[src/rtl/life_engine.sv]
// life_engine: ROWS x COLS Game-of-Life engine (B3/S23) with load/step/run sequencing.
// Define LIFE_WRAP_EN for a toroidal grid; otherwise cells beyond the border are dead.
module life_engine #(
  parameter int ROWS  = 8,
  parameter int COLS  = 8,
  parameter int GEN_W = 16
) (
  input  logic                 clk,
  input  logic                 reset,
  input  logic                 load,
  input  logic [ROWS*COLS-1:0] seed,
  input  logic                 run,
  input  logic                 step,
  output logic [ROWS*COLS-1:0] grid,
  output logic [GEN_W-1:0]     gen_count,
  output logic                 running,
  output logic                 stable,
  output logic                 extinct
);
  localparam int N = ROWS * COLS;
  typedef enum logic [1:0] {IDLE, PAUSE, RUN} state_t;
  state_t           r_state;
  logic [N-1:0]     r_grid;
  logic [GEN_W-1:0] r_gen_count;
  logic             r_running;
  logic             r_stable;
  logic [N-1:0]     w_next;
  logic             w_adv;
  logic             w_still;
  for (genvar r = 0; r < ROWS; r++) begin : g_row
    for (genvar c = 0; c < COLS; c++) begin : g_col
      logic [7:0] w_nb;
      logic [3:0] w_n;
      for (genvar k = 0; k < 9; k++) begin : g_nb
        if (k != 4) begin : g_use
          localparam int NR = r + k / 3 - 1;
          localparam int NC = c + k % 3 - 1;
          localparam int J  = (k < 4) ? k : k - 1;
`ifdef LIFE_WRAP_EN
          assign w_nb[J] = r_grid[((NR + ROWS) % ROWS) * COLS + (NC + COLS) % COLS];
`else
          if (NR < 0 || NR >= ROWS || NC < 0 || NC >= COLS) begin : g_out
            assign w_nb[J] = 1'b0;
          end else begin : g_in
            assign w_nb[J] = r_grid[NR * COLS + NC];
          end
`endif
        end
      end
      assign w_n = 4'($countones(w_nb));
      assign w_next[r*COLS+c] = r_grid[r*COLS+c] ? (w_n == 4'd2 || w_n == 4'd3) : (w_n == 4'd3);
    end
  end
  assign w_adv   = (r_state == PAUSE && step) || (r_state == RUN && run);
  assign w_still = (w_next == r_grid);
  always_ff @(posedge clk or posedge reset) begin
    if (reset) begin
      r_state     <= IDLE;
      r_grid      <= '0;
      r_gen_count <= '0;
      r_running   <= 1'b0;
      r_stable    <= 1'b0;
    end else if (load) begin
      r_state     <= PAUSE;
      r_grid      <= seed;
      r_gen_count <= '0;
      r_running   <= 1'b0;
      r_stable    <= 1'b0;
    end else if (w_adv && w_still) begin
      r_state   <= PAUSE;
      r_running <= 1'b0;
      r_stable  <= 1'b1;
    end else if (w_adv) begin
      r_grid      <= w_next;
      r_gen_count <= (&r_gen_count) ? r_gen_count : r_gen_count + GEN_W'(1);
      r_stable    <= 1'b0;
    end else if (r_state == PAUSE && run) begin
      r_state   <= RUN;
      r_running <= 1'b1;
    end else if (r_state == RUN && !run) begin
      r_state   <= PAUSE;
      r_running <= 1'b0;
    end
  end
  assign grid      = r_grid;
  assign gen_count = r_gen_count;
  assign running   = r_running;
  assign stable    = r_stable;
  assign extinct   = ~|r_grid;
endmodule

[config.mk]
export PLATFORM = sky130hd
export DESIGN_NAME = life_engine
export DESIGN_NICKNAME = d
export VERILOG_FILES = /design/src/rtl/life_engine.sv
export SDC_FILE = /design/constraint.sdc
export NUM_CORES = 1
export LEC_CHECK = 0
export ABC_AREA = 1
export BUFFER_PORTS_ARGS = -buffer_cell sky130_fd_sc_hd__buf_2
export CORE_ASPECT_RATIO = 0.7
export CORE_UTILIZATION = 40
export CTS_CLUSTER_SIZE = 28
export DETAILED_ROUTE_END_ITERATION = 7
export PLACE_DENSITY = 0.59
export SETUP_SLACK_MARGIN = 0.1
export SLEW_MARGIN = 25
export SYNTH_ARGS = -nofsm -noshare
export SYNTH_HDL_FRONTEND = slang
export SYNTH_SLANG_ARGS = --single-unit
[constraint.sdc]
create_clock -name clk -period 5.9 [get_ports clk]
set_clock_uncertainty 0.1 [all_clocks]
set_input_delay 0.885 -clock clk [delete_from_list [all_inputs] [get_ports clk]]
set_output_delay 0.885 -clock clk [all_outputs]
set_load 0.03 [all_outputs]
# Yosys cells after proc, flatten, opt, wreduce, memory -nomap -nowiden
# Cells that the tools add are included.
[op_classes] n_addsub=259 eq_ne=134 mux=84 reduce_logical=80
[ops] operator="$eq 4x2->1 const B" count=126
[ops] operator="$add 2x2->3" count=84
[ops] operator="$add 1x1->2" count=98
[ops] operator="$mux 64" count=3
[ops] operator="$add 3x4->4" count=40
[ops] operator="$mux 1" count=72
[ops] operator="$logic_or 1x1->1" count=65
[ops] operator="$eq 64x64->1" count=1
[ops] operator="$mux 16" count=4
[ops] operator="$reduce_or 64->1" count=1
[ops] operator="$add 1x4->4" count=8
[ops] operator="$add 3x1->4" count=6
[ops] operator="$add 2x1->3" count=7
[ops] operator="$add 4x4->4" count=5
[ops] operator="$add 1x2->3" count=6
[ops] operator="$add 16x1->16 const B" count=1
[ops] operator="$reduce_and 16->1" count=1
[ops] operator="$mux 2" count=5
[ops] operator="$add 3x2->4" count=2
[ops] operator="$eq 3x2->1 const B" count=2
[ops] operator="$logic_and 1x1->1" count=5
[ops] operator="$add 4x1->4" count=1
[ops] operator="$add 4x3->4" count=1
[ops] operator="$ne 2x2->1 const B" count=2
[ops] operator="9 further kinds" count=11
[word_totals] reg_bits=84 wordCells=562

# Longest topological paths before layout
# Gate-level depths: netlist of the first run.
[depth] word_depth=10 mapped_depth=25 ltp_nobuf=23

# Worst setup path after synthesis of the first run
# Ideal clock, no wire load.
[synth_path] path_type="register to register" from="register r_grid[38] (netlist: grid[38])" to="register r_grid[33] (netlist: grid[33])" t_arrival_ns=4.263 t_required_ns=5.724 slack_ns=1.460 stages_incl_launch_ff=23 n_path_buf=2 synth_period_minus_slack_ns=4.440 cell_sequence="dfrtp_1 inv_1 ha_1 ha_1 fa_1 fa_1 ha_1 fa_1 inv_1 nand3b_1 o21ai_0 o21ai_0 nor2_1 nand2_1 nor2_1 nand2_1 nor2_1 nand3_2 nand2_2 buf_6 buf_6 nand2_1 o21ai_1"
[synth_via] elab_chain_cells=10 elab_cells_between_ends=55 classes_between="add/sub (18); eq/ne (18); mux (9); reduce/logical (10)"
[synth_rtl] item="from (decl)" line_no="23" rtl="logic [N-1:0] r_grid;"
[synth_rtl] item="from (signal assigned)" line_no="74" rtl="r_grid <= w_next;"
[synth_rtl] item="$add 1x1->2 (implied by the code)" line_no="50" rtl="assign w_n = 4'($countones(w_nb));"
[synth_rtl] item="$add 2x2->3 (implied by the code) / $add 2x1->3 (equally long branches)" line_no="50"
[synth_rtl] item="$add 3x4->4 (implied by the code)" line_no="50"
[synth_rtl] item="$eq 4x2->1" line_no="51" rtl="assign w_next[r*COLS+c] = r_grid[r*COLS+c] ? (w_n == 4'd2 || w_n == 4'd3) : (w_n == 4'd3);"
[synth_rtl] item="$logic_or 1x1->1" line_no="51"
[synth_rtl] item="$mux 1" line_no="51"
[synth_rtl] item="$eq 64x64->1 *" line_no="55" rtl="assign w_still = (w_next == r_grid);"
[synth_rtl] item="$logic_and 1x1->1 *" line_no="69" rtl="end else if (w_adv && w_still) begin"
[synth_rtl] item="$ne 2x2->1 (no line) *"
[synth_rtl] item="$reduce_and 2->1 (no line) *"
# Every way passes the cells marked *; elsewhere a longest branch is shown, timed or not.
# A chain may end at the register's enable or synchronous reset.

# Worst setup path after layout of the first run
[layout_path] from="register r_grid[26] (netlist: grid[26])" to="register r_gen_count[6] (netlist: gen_count[6])"
[layout_via] elab_chain_cells=10 elab_cells_between_ends=57 classes_between="add/sub (20); eq/ne (18); mux (9); reduce/logical (10)"
[layout_rtl] item="$add 1x1->2 (implied by the code)" line_no="50"
[layout_rtl] item="$add 2x2->3 (implied by the code)" line_no="50"
[layout_rtl] item="$add 3x4->4 (implied by the code)" line_no="50"
[layout_rtl] item="$eq 4x2->1" line_no="51"
[layout_rtl] item="$logic_or 1x1->1" line_no="51"
[layout_rtl] item="$mux 1" line_no="51"
[layout_rtl] item="$eq 64x64->1 *" line_no="55"
[layout_rtl] item="$logic_and 1x1->1 *" line_no="69"
[layout_rtl] item="$ne 2x2->1 (no line) *"
[layout_rtl] item="$reduce_and 3->1 (no line) *"
[layout_rtl] item="to (signal assigned)" line_no="75" rtl="r_gen_count <= (&r_gen_count) ? r_gen_count : r_gen_count + GEN_W'(1);"
[layout_rtl] item="to (decl)" line_no="24" rtl="logic [GEN_W-1:0] r_gen_count;"
# Marks and branches as above.

==> reports/metrics.yaml, run 1 <==
drc_errors: 0
routedWlPerCell_microns: 17.5
yosysSeqAreaShare_pct: 14.4
clkLatencyLatePin_ps: 390
tns_ps: 0
period_needed_ps: 5330
synth_nets: 2294
overflow: 0
grt_pass1_wl_mm: 66.7
critPathCaptureType: "flop"
setup.worst_path.start_class: "flop"
diodes: 0
synth_cell_types: 36
portBuffers: 151
routed_wl_mm: 42.1
avgSynthCellArea_sq_um: 8.07
critPathMaxFanout: 62
drive_above_1_share_pct: 10.2
cts-root-buf: "clkbuf_16"
syn_inst: 1790
reg2reg_from: "grid[26]"
r2r_cells: 22
htree_levels: 3
die_h_microns: 161
track_usage_pct: 23.5
row_count: 57
hold_viol: 0
hpwl_mm: 33.6
worst_pin_slew_ps: 991
ys_ff_latch: 83
syn_area_sq_um: 14400
ant_nets: 0
hold_class: "flop to flop"
cts_hold_buf: 0
clockBufferDepth: 2
die_x_microns: 229
start_util_pct: 41.2
synthFlopType: "dfrtp_1"
required_ps: 6070
grt_start_max_net_pins: 86
io_pins: 152
clock_sinks: 83
numCtsBuffers: 9
vias: 12057
timing.final.crit_share_pct: 90.3
firstDrtPassIters: 5
drt_iter0_drc: 710
crit_start: "grid[26]"
crit_arrival_ps: 5500
nNetsFinal: 2429
rrSetupSlack_ps: 570
status: "finished, final reports clean"
r2r-end: "gen_count[6]"
fmax_ghz: 0.188
cts_tree: "built"
min_from: "gen_count[8]"
finalSetupViolations: 0
rsz0062_at_grt: "false"
clk_pin_slew_ps: 90
drt-vias-per-instance: 5.02
slew_viol_final: 0
slew_headroom_pct: 33.9
path_class: "flop to flop"
syn_to_final_growth_pct: 10.6
crit_end: "gen_count[6]"
gp_congestion: 0.891
core_sq_um: 35100
die-area_sq_um: 36900
grt_pass1_vias: 12066
yosysWarningCount: 0
maxCapViolations: 0
synthArstFlopShare_pct: 100
synth-edff-count: 0
antenna_found_initial: 0
[sequential cells by signal (all words and copies together) (netlist names)]
register / flops
grid: 64
gen_count: 16
r_state: 2
stable: 1
[worst max-delay path, cell delays in order (launching register included)]
cell and delay, ps:
dfrtp_1 620, inv_1 120, ha_1 380, ha_1 240
fa_1 500, fa_1 410, ha_1 220, fa_1 430
nor2_1 140, nand2_1 80, nor2_1 110, a21oi_1 50
nand2_1 140, nor2_1 60, nand2_1 60, nor2_1 70
nand2_1 100, nor2_2 50, nand3_2 80, buf_6 510
nand3_2 460, nand2_1 150, nand2_1 80
[worst min-delay path by stage]
stage	endpoint	slack, ps	cells past startpoint
after floorplan	r_state[0]	450	4
after detailed placement	gen_count[8]	390	2
after CTS	gen_count[8]	410	2
final	gen_count[8]	410	2
after global placement	gen_count[8]	380	2
after global routing	gen_count[8]	460	2
[routing by layer]
metal	track usage [%]	share of wire, %	vias to the layer above
li1	-	-	5992
met1	34.8	50	5750
met2	36.3	44	293
met3	4.17	5.6	22
met4	4.12	1.1	0
met5	0	0	-
[final cells by class]
type	count	area (sq um)
clock inverters	7	58.8
repair buffers	163	852
well taps	472	591
clock buffers	9	225
flip-flops and latches	83	2080
inverters	291	1090
multi-input cells	1377	11100
fillers	3501	19100
[what timing repair did]
action / in CTS / in global routing
hold endpoints to repair: 0 / 0
gates resized for setup: 0 / 1
endpoints found under the setup margin: 0 / 16
setup buffers: 0 / 0
[metrics by stage]
| step | setup slack (ps) | instances | area, sq um | hold WS, ps | util [%] |
|---|---|---|---|---|---|
| floorplan | 1460 | 1790 | 14400 | 446 | - |
| global placement | 446 | 2386 | 15700 | 381 | 44.7 |
| detailed placement | 410 | 2386 | 15700 | 388 | 44.7 |
| CTS | 355 | 2402 | 16000 | 407 | 45.5 |
| global route | 269 | 2402 | 16000 | 459 | 45.5 |
| finish | 575 | 2402 | 16000 | 405 | 45.5 |
[cells in the final DEF, fill, tap and decap left out, types with 13 or more instances in the layout]
master,instances
xor2_1,17
a21oi_1,31
inv_1,282
o21ai_0,63
nor3_1,13
nand2_1,414
nor2_1,175
nand3_1,113
dfrtp_1,83
o211ai_1,15
buf_2,150
ha_1,251
fa_1,184
nand4_1,45
[Yosys cell counts, types with 5 or more instances]
cell type	instances	share of area, %
nand2_1	415	11
inv_1	283	7.4
ha_1	251	22
fa_1	184	26
nor2_1	175	4.5
nand3_1	113	3.9
dfrtp_1	83	14
o21ai_0	63	2.2
nand4_1	45	1.9
a21oi_1	31	1.1
clkbuf_1	29	0.75
xor2_1	17	1.0
o211ai_1	15	0.78
nor3_1	13	0.45
o21ai_1	12	0.42
nand3b_1	10	0.52
inv_2	8	0.21
buf_6	7	0.55
o31ai_1	5	0.26
[cell families after synthesis]
kind of cell | after synthesis | share of synthesized area [%]
XOR/XNOR | 19 | 1.15
buffers and inverters | 330 | 8.98
adder cells (fa/ha/maj) | 435 | 47.2
flip-flops | 83 | 14.4
AO/OA/AOI/OAI | 135 | 5.21
AND/OR/NAND/NOR | 788 | 23.0
Power of run 1 is not shown: default switching activity piles up to over one toggle a cycle in this logic, so the estimate is an artifact.
==> run 2: changes to the inputs <==
- CORE_UTILIZATION: 40 -> 24
- PLACE_DENSITY: 0.59 -> 0.4
- RECOVER_POWER: unset -> 25
==> run 2 against run 1 <==
Effect of this change: the flow now finishes with violations (capacitance limit, slew limit); final area is 2.8% higher; maximum frequency grew 0.77%; critical path depth fell by 1; count of clock-buffer cells in the layout is the same; utilization decreased by 18 points; via count hardly changed; global-route usage decreased by 7.0 points; flip-flop and latch count unchanged; setup slack improved by 41 ps; die area grew 66%; final cell count increased by 14%; sequential share of layout area fell by 0.36 points; highest routed layer unchanged.
==> reports/metrics.yaml, run 2 (same netlist as run 1, synthesis figures left out) <==
cts-root-buf: "clkbuf_16"
hold_viol: 0
die-area_sq_um: 61200
finalSetupViolations: 0
drive_above_1_share_pct: 10.2
dp_slack_ps: 614
setup.worst_path.start_class: "flop"
portBuffers: 151
row_count: 74
grt_pass1_wl_mm: 76.0
min_delay_path_depth: 2
drc_errors: 0
grt_start_max_net_pins: 55
final_cells: 2731
cts_tree: "built"
rsz0062_at_grt: "false"
r2r_cells: 21
diodes: 0
gp_congestion: 0.844
final_cell_mix: "nand2_1 (414), inv_1 (282), ha_1 (251)"
die_h_microns: 207
vias: 12061
htree_levels: 3
slew_headroom_pct: -27.2
crit_arrival_ps: 5530
rrSetupSlack_ps: 620
maxCapViolations: 2
hold_path_end: "gen_count[8]"
ctsResizeCount: 0
whs_ps: 423
violations: "capacitance limit, slew limit"
routedWlPerCell_microns: 17.8
reg2reg_from: "grid[38]"
start_util_pct: 24.5
clock_sinks: 83
slew_viol_final: 86
critPathCaptureType: "flop"
r2r-end: "gen_count[7]"
fillers: 6468
ant_nets: 0
worst_pin_slew_ps: 1900
timing.final.crit_share_pct: 89.6
clockBufferDepth: 2
core_sq_um: 58900
path_class: "flop to flop"
drt-vias-per-instance: 4.42
critPathMaxFanout: 39
die_x_microns: 295
dp_cells: 2715
syn_to_final_growth_pct: 13.7
required_ps: 6150
track_usage_pct: 16.5
nNetsFinal: 2432
min_from: "gen_count[8]"
final_common_cell: "nand2_1"
clk_pin_slew_ps: 80
io_pins: 152
hpwl_mm: 39.9
fmax_ghz: 0.189
routed_wl_mm: 48.7
numCtsBuffers: 9
tns_ps: 0
antenna_found_initial: 0
hold_class: "flop to flop"
clkLatencyLatePin_ps: 400
cts_hold_buf: 0
firstDrtPassIters: 5
period_needed_ps: 5280
post_cts_buffers: 0
largest_reg_flops: 64
worst_slack_ps: 616
overflow: 0
status: "finished with violations"
drt_iter0_drc: 608
grt_pass1_vias: 12701
run 2: cell count changes in the layout (fill, tap and decap cells not counted), moves of 2 or more:
cell	change
buf_2	-2
buf_12	+2
clkinv_4	+3
clkbuf_1	+2
run 2: worst max-delay path, stage by stage (launching register included):
cell and delay, ps:
dfrtp_1 530, inv_1 180, ha_1 410, ha_1 240, fa_1 500, fa_1 420
ha_1 220, fa_1 430, inv_1 60, nand3b_1 90, o21ai_0 360, o21ai_0 190
nor2_1 130, nand2_1 70, nor2_1 90, nand2_1 60, nor2_1 140, nand3_2 140
buf_4 320, nand3_2 350, nand2_1 90, nand2_1 80
run 2: layout make-up:
class | instances | area (sq um) | area share, %
clock buffer | 9 | 225 | 1.37
timing repair buffer | 166 | 891 | 5.42
clock inverter | 7 | 60.1 | 0.366
tap | 798 | 998 | 6.08
multi-input combinational | 1377 | 11100 | 67.5
inverter | 291 | 1090 | 6.66
sequential | 83 | 2080 | 12.6
run 2: worst max path at each step:
| stage | start | endpoint | slack, ps | cells past startpoint |
|---|---|---|---|---|
| 5_1_grt | grid[38] | gen_count[3] | 190 | 21 |
| 2_1_floorplan | grid[38] | grid[33] | 1460 | 22 |
| 6_report | grid[38] | gen_count[7] | 620 | 21 |
| 3_5_place_dp | grid[26] | gen_count[7] | 610 | 23 |
| 3_3_place_gp | grid[38] | gen_count[15] | 610 | 21 |
| 4_1_cts | grid[38] | gen_count[7] | 580 | 21 |
run 2: per-stage QoR:
step / cell area (sq um) / utilization, %
finish: 16400 / 27.9
global route: 16400 / 27.9
CTS: 16400 / 27.9
detailed placement: 16100 / 27.4
global placement: 16100 / 27.4
floorplan: 14400 / -
run 2: routing by layer:
layer | track usage [%] | share of wire [%]
met1 | 24.4 | 52
met4 | 3.20 | 1.2
met3 | 2.83 | 4.0
met2 | 25.2 | 43
met5 | 0 | 0
Power of run 2 is left out for the same reason.
